`config.mk`:
```
export PLATFORM = sky130hd
export DESIGN_NAME = tx_fifo_arb
export DESIGN_NICKNAME = d
export VERILOG_FILES = /design/src/rtl/tx_fifo_arb.sv
export SDC_FILE = /design/constraint.sdc
export NUM_CORES = 1
export LEC_CHECK = 0
export ABC_CLOCK_PERIOD_IN_PS = 2300
export BUFFER_PORTS_ARGS = -buffer_cell sky130_fd_sc_hd__buf_2
export CAP_MARGIN = 20
export CORE_MARGIN = 2
export CORE_UTILIZATION = 45
export DETAILED_ROUTE_END_ITERATION = 8
export MAX_ROUTING_LAYER = met4
export PLACE_DENSITY = 0.8
export SLEW_MARGIN = 25
export SYNTH_ARGS = -nofsm -noshare
export SYNTH_HDL_FRONTEND = slang
export SYNTH_SLANG_ARGS = --single-unit
```
`constraint.sdc`:
```
create_clock -name clk -period 2.3 [get_ports clk]
set_clock_uncertainty 0.1 [all_clocks]
set_input_delay 0.23 -clock clk [delete_from_list [all_inputs] [get_ports clk]]
set_output_delay 0.23 -clock clk [all_outputs]
set_load 0.01 [all_outputs]
```
`src/rtl/tx_fifo_arb.sv`:
```
// tx_fifo_arb: owns the TX FIFO read port and hands it to one of two
// requesters (UART bypass or softmax) a whole frame at a time.
//
// Parameters:
//   FRAME_LEN  words per frame (>=2); the grant is re-evaluated only after
//              this many pops.
//   TIMEOUT    idle cycles (no pop) inside a frame before it is aborted (>=4).
//
// Ports:
//   clk, rst_n            clock, async active-low reset
//   control[1:0]          00 off, 01 UART, 10 softmax, 11 reserved (error)
//   fifo_data/fifo_empty  TX FIFO read side; fifo_rd_en is the read strobe
//   ua_rd_en/ua_data/ua_empty  UART requester view of the FIFO
//   sm_rd_en/sm_data/sm_empty  softmax requester view of the FIFO
//   owner[1:0]            current grant: 00 none, 01 UART, 10 softmax
//   frame_abort           one-cycle pulse after a frame times out
//   ctrl_err              sticky: control==11 seen while idle
//   frame_cnt[15:0]       completed frames (saturating)
//
// Build option: define TX_FIFO_ARB_STATS_EN to build the frame_cnt counter;
// otherwise frame_cnt is tied to zero.
module tx_fifo_arb #(
  parameter int FRAME_LEN = 16,
  parameter int TIMEOUT   = 1024
) (
  input  logic        clk,
  input  logic        rst_n,
  input  logic [1:0]  control,
  input  logic [15:0] fifo_data,
  input  logic        fifo_empty,
  output logic        fifo_rd_en,
  input  logic        ua_rd_en,
  output logic [15:0] ua_data,
  output logic        ua_empty,
  input  logic        sm_rd_en,
  output logic [15:0] sm_data,
  output logic        sm_empty,
  output logic [1:0]  owner,
  output logic        frame_abort,
  output logic        ctrl_err,
  output logic [15:0] frame_cnt
);

  localparam int WCW = $clog2(FRAME_LEN);
  localparam int ICW = $clog2(TIMEOUT);
  localparam logic [WCW-1:0] W_LAST = WCW'(FRAME_LEN - 1);
  localparam logic [ICW-1:0] I_LAST = ICW'(TIMEOUT - 1);

  typedef enum logic [1:0] {IDLE, GRANT_UA, GRANT_SM, GAP} state_e;

  state_e         state_q, state_d;
  logic [1:0]     owner_q, owner_d;
  logic [WCW-1:0] wcnt_q, wcnt_d;
  logic [ICW-1:0] icnt_q, icnt_d;
  logic           abort_q, abort_d;
  logic           err_q, err_d;

  logic ua_sel, sm_sel, pop, last_pop;

  // Datapath is purely combinational from the registered owner, so the
  // FIFO read latency seen by the granted requester is unchanged.
  assign ua_sel     = (owner_q == 2'b01);
  assign sm_sel     = (owner_q == 2'b10);
  assign ua_data    = ua_sel ? fifo_data : '0;
  assign sm_data    = sm_sel ? fifo_data : '0;
  assign ua_empty   = ua_sel ? fifo_empty : 1'b1;
  assign sm_empty   = sm_sel ? fifo_empty : 1'b1;
  assign pop        = ((ua_sel & ua_rd_en) | (sm_sel & sm_rd_en)) & ~fifo_empty;
  assign last_pop   = pop & (wcnt_q == W_LAST);
  assign fifo_rd_en = pop;

  assign owner       = owner_q;
  assign frame_abort = abort_q;
  assign ctrl_err    = err_q;

  always_comb begin
    state_d = state_q;
    owner_d = owner_q;
    wcnt_d  = wcnt_q;
    icnt_d  = icnt_q;
    abort_d = 1'b0;
    err_d   = err_q;
    case (state_q)
      IDLE: begin
        // Grant is taken regardless of FIFO level; the frame then either
        // fills or times out.
        case (control)
          2'b01: begin state_d = GRANT_UA; owner_d = 2'b01; icnt_d = '0; end
          2'b10: begin state_d = GRANT_SM; owner_d = 2'b10; icnt_d = '0; end
          2'b11: err_d = 1'b1;
          default: ;
        endcase
      end
      GRANT_UA, GRANT_SM: begin
        // control is deliberately not looked at here: frames are never split.
        if (pop) begin
          icnt_d = '0;
          if (last_pop) begin
            wcnt_d  = '0;
            state_d = GAP;
            owner_d = 2'b00;
          end else begin
            wcnt_d = wcnt_q + 1'b1;
          end
        end else if (icnt_q == I_LAST) begin
          abort_d = 1'b1;
          wcnt_d  = '0;
          icnt_d  = '0;
          state_d = GAP;
          owner_d = 2'b00;
        end else begin
          icnt_d = icnt_q + 1'b1;
        end
      end
      default: begin
        // GAP: one dead cycle between frames, owner already 00.
        state_d = IDLE;
      end
    endcase
  end

  always_ff @(posedge clk or negedge rst_n) begin
    if (!rst_n) begin
      state_q <= IDLE;
      owner_q <= 2'b00;
      wcnt_q  <= '0;
      icnt_q  <= '0;
      abort_q <= 1'b0;
      err_q   <= 1'b0;
    end else begin
      state_q <= state_d;
      owner_q <= owner_d;
      wcnt_q  <= wcnt_d;
      icnt_q  <= icnt_d;
      abort_q <= abort_d;
      err_q   <= err_d;
    end
  end

`ifdef TX_FIFO_ARB_STATS_EN
  logic [15:0] fcnt_q, fcnt_d;

  // last_pop implies a grant state (owner is non-zero only there).
  always_comb begin
    fcnt_d = fcnt_q;
    if (last_pop && fcnt_q != 16'hFFFF) fcnt_d = fcnt_q + 16'd1;
  end

  always_ff @(posedge clk or negedge rst_n) begin
    if (!rst_n) fcnt_q <= '0;
    else        fcnt_q <= fcnt_d;
  end

  assign frame_cnt = fcnt_q;
`else
  assign frame_cnt = '0;
`endif

endmodule
```
==> reports/results.txt <==
Synth cell count leaders -> and2_1, dfrtp_1, buf_4
Relative slew slack -> 0.6276
CP arrival -> 2200 ps
Post-Synth XOR/XNOR Area -> 0.02343
Critical R2R Launch -> state_q[0]
Die Width -> 61.64 um
Crit. End Element -> flop
PnR worst setup slack -> 185.4 ps
Max VDD drop -> 0.0004042 V
Post-DP Area -> 1772 um2
Initial core utilization -> 0.4819
H-tree depth -> 1
Unique masters post-synth -> 39
Top FF cell, synth -> dfrtp_1
RR Endpoint -> icnt_q[7]
Synth top area cells -> dfrtp_1, and2_1, buf_4
CP delay by family, top -> compound AO/OA/AOI/OAI gates
Top-area cell type share of the netlist area -> 0.3347
Crit share post-route -> 0.9194
Post-synth EDFFs -> 0
R2R Setup Slk -> 190 ps
Synth Area in Simple Gates -> 0.2996
Setup TNS -> 0 ps
CP Depth -> 7
DRC violations left -> 0
Row Count -> 20
Total Routed Length -> 3218 um
Die ar. -> 3799 um2
Post-synthesis mux area share -> 0.01506
Slew Viols, Final -> 0
First-pass GRT wire length -> 5030 um
Mapped Cells -> 169
Worst reg2reg path depth -> 7
Final setup fails -> 0
Pre-Repair DR Iteration Count -> 4
DR iter-0 viols -> 55
Critical Path RT -> 2390 ps
Final net count -> 260
Largest net degree at the start of global routing -> 21
CP bufs+invs -> 2
Overall routing resource usage -> 0.1792
Worst skew pair latency -> 300 ps
FMAX -> 0.4729 GHz
Clk sinks -> 20
Area leader, netlist -> dfrtp_1
Final HPWL DP -> 2615 um
Adder-cell share of the synthesized area -> 0.05021
Die height -> 61.64 um
Worst hold path endpoint -> ctrl_err
Slew @ Worst Pin -> 544.5 ps
Final ANT Viol Nets -> 0
Syn avg cell area -> 8.847 um2
Largest family of logic cells by synthesized area -> simple AND/OR/NAND/NOR gates
Critical-path top delay cell -> a2111oi_0
P per Cell Area -> 906.6 nW/um2
Hold crit path type -> input pin to flop
Ports -> 78
CP Cell Sequence -> inv_1 > ha_1 > buf_4 > nand2b_1 > a2111oi_0 > xnor2_1 > a21oi_1
LEAKAGE -> 0.9914 nW
Routed vias -> 1319
Maximum clock insertion buffer count -> 2
CP Launch Type -> flop
Routed wire per std cell -> 11.79 um
# diodes -> 0
Core Box Area -> 3103 um2
Compound-cell area share of the yosys netlist -> 0.1531
DP Worst Slack -> 180.8 ps
Area grow syn2layout -> 20.67%
HP Start -> control[1]
Endpoints failing hold -> 0
Avg Vias per Cell -> 4.832
Util after Layout -> 0.5815
Synth warn -> 0
Fin area -> 1804 um2
Tmin final -> 2115 ps
Register clock-pin slew on the reported worst setup and hold paths -> 110 ps
Number of fill cells -> 300
FF+latch count, synth -> 20
Synth Cell Area -> 1495 um2
Worst stage delay on the critical path -> 590 ps
Max FO, Critical Path -> 7
Share of cells above drive strength 1 -> 0.3057
Max-Cap Viols -> 0
IO Port Bufs -> 61
RSZ-0062 raised after global routing -> no
Post-synth ARST share -> 1.000
Initial antenna violation count -> 0
Post-synthesis sequential area ratio -> 0.3347
Setup CP Type -> flop to flop
Outcome -> completed
CTS tree -> done
CTS Root Cell -> clkbuf_4
Total grt overflow -> 0
Hold-critical path depth -> 3
Most common cell in the synthesized netlist -> and2_1
GPL Wtd Cong -> 0.8196
Vias in the first global route -> 1172
CTS Buf Count -> 3
-- cells in the final DEF, fill, tap and decap left out, types with 2 or more instances in the layout --
cell type,n
conb_1,16
xnor2_1,4
nand2_1,9
nor4b_1,2
nor2_1,6
a22o_1,2
buf_4,3
a21o_1,5
a211o_1,2
clkbuf_4,3
and4bb_1,2
a21oi_1,8
nor3_1,2
o21ai_0,3
and2_1,33
nand3_1,7
o211ai_1,2
o21ai_1,4
a211oi_1,2
ha_1,6
nor2b_1,2
inv_1,5
buf_2,61
mux2_2,2
dfrtp_1,20
a2111oi_0,2
nand2b_1,4
-- routing by layer --
layer	wire length, um	GRT usage
met4	22	0.03951
met2	1632	0.2872
met5	0	-
met3	110	0.04412
met1	1452	0.2290
-- through the flow --
step,power [mW],hold slack (ps),std cells
2_1_floorplan,1.285,-165.6,184
5_1_grt,1.791,198.5,273
6_report,1.636,193.8,273
3_3_place_gp,1.462,94.54,269
4_1_cts,1.650,188.7,273
3_5_place_dp,1.483,100.8,269
-- sequential cells by signal, indices dropped and copies added, names as in the netlist --
name	cells
ctrl_err	1
frame_abort	1
icnt_q	10
owner	2
state_q	2
wcnt_q	4
-- where the power goes --
group	switching (mW)	internal, mW
Sequential	0.0707	0.427
Combinational	0.572	0.407
Clock	0.0978	0.0610
-- layout make-up --
class | count | area, um2 | share of cell area
Multi-Input combinational cell | 136 | 869.6 | 0.4820
Clock buffer | 3 | 22.52 | 0.01248
Timing Repair Buffer | 65 | 337.8 | 0.1872
Tap cell | 44 | 55.05 | 0.03051
Inverter | 5 | 18.77 | 0.01040
Sequential cell | 20 | 500.5 | 0.2774
-- cell families after synthesis --
| logic type | Yosys count |
|---|---|
| other | 1 |
| flip-flops | 20 |
| AO/OA/AOI/OAI | 33 |
| XOR/XNOR | 4 |
| adder cells (fa/ha/maj) | 6 |
| buffers and inverters | 28 |
| AND/OR/NAND/NOR | 75 |
| multiplexers | 2 |
-- worst reg2reg max path, delay by kind of cell (launching register included) --
family / cells / cell delay (ps)
buf+inv: 2 / 210
simple gates: 1 / 150
flops: 1 / 390
compound gates: 2 / 640
fa+ha+maj: 1 / 330
xor+xnor: 1 / 200
-- timing repair --
action,CTS,global route
gates resized for setup,0,0
buffers inserted,0,0
hold endpoints to repair,20,0
hold buffers,1,0
-- how the worst max path moves through the flow --
stage | start | to | slack [ps]
5_1_grt | state_q[0] | icnt_q[7] | 20
3_3_place_gp | state_q[0] | state_q[1] | 310
2_1_floorplan | state_q[0] | state_q[0] | 280
4_1_cts | state_q[0] | icnt_q[7] | 180
3_5_place_dp | state_q[0] | icnt_q[7] | 180
6_report | state_q[0] | icnt_q[7] | 190
Note: power is estimated with default switching activity, not from simulation.
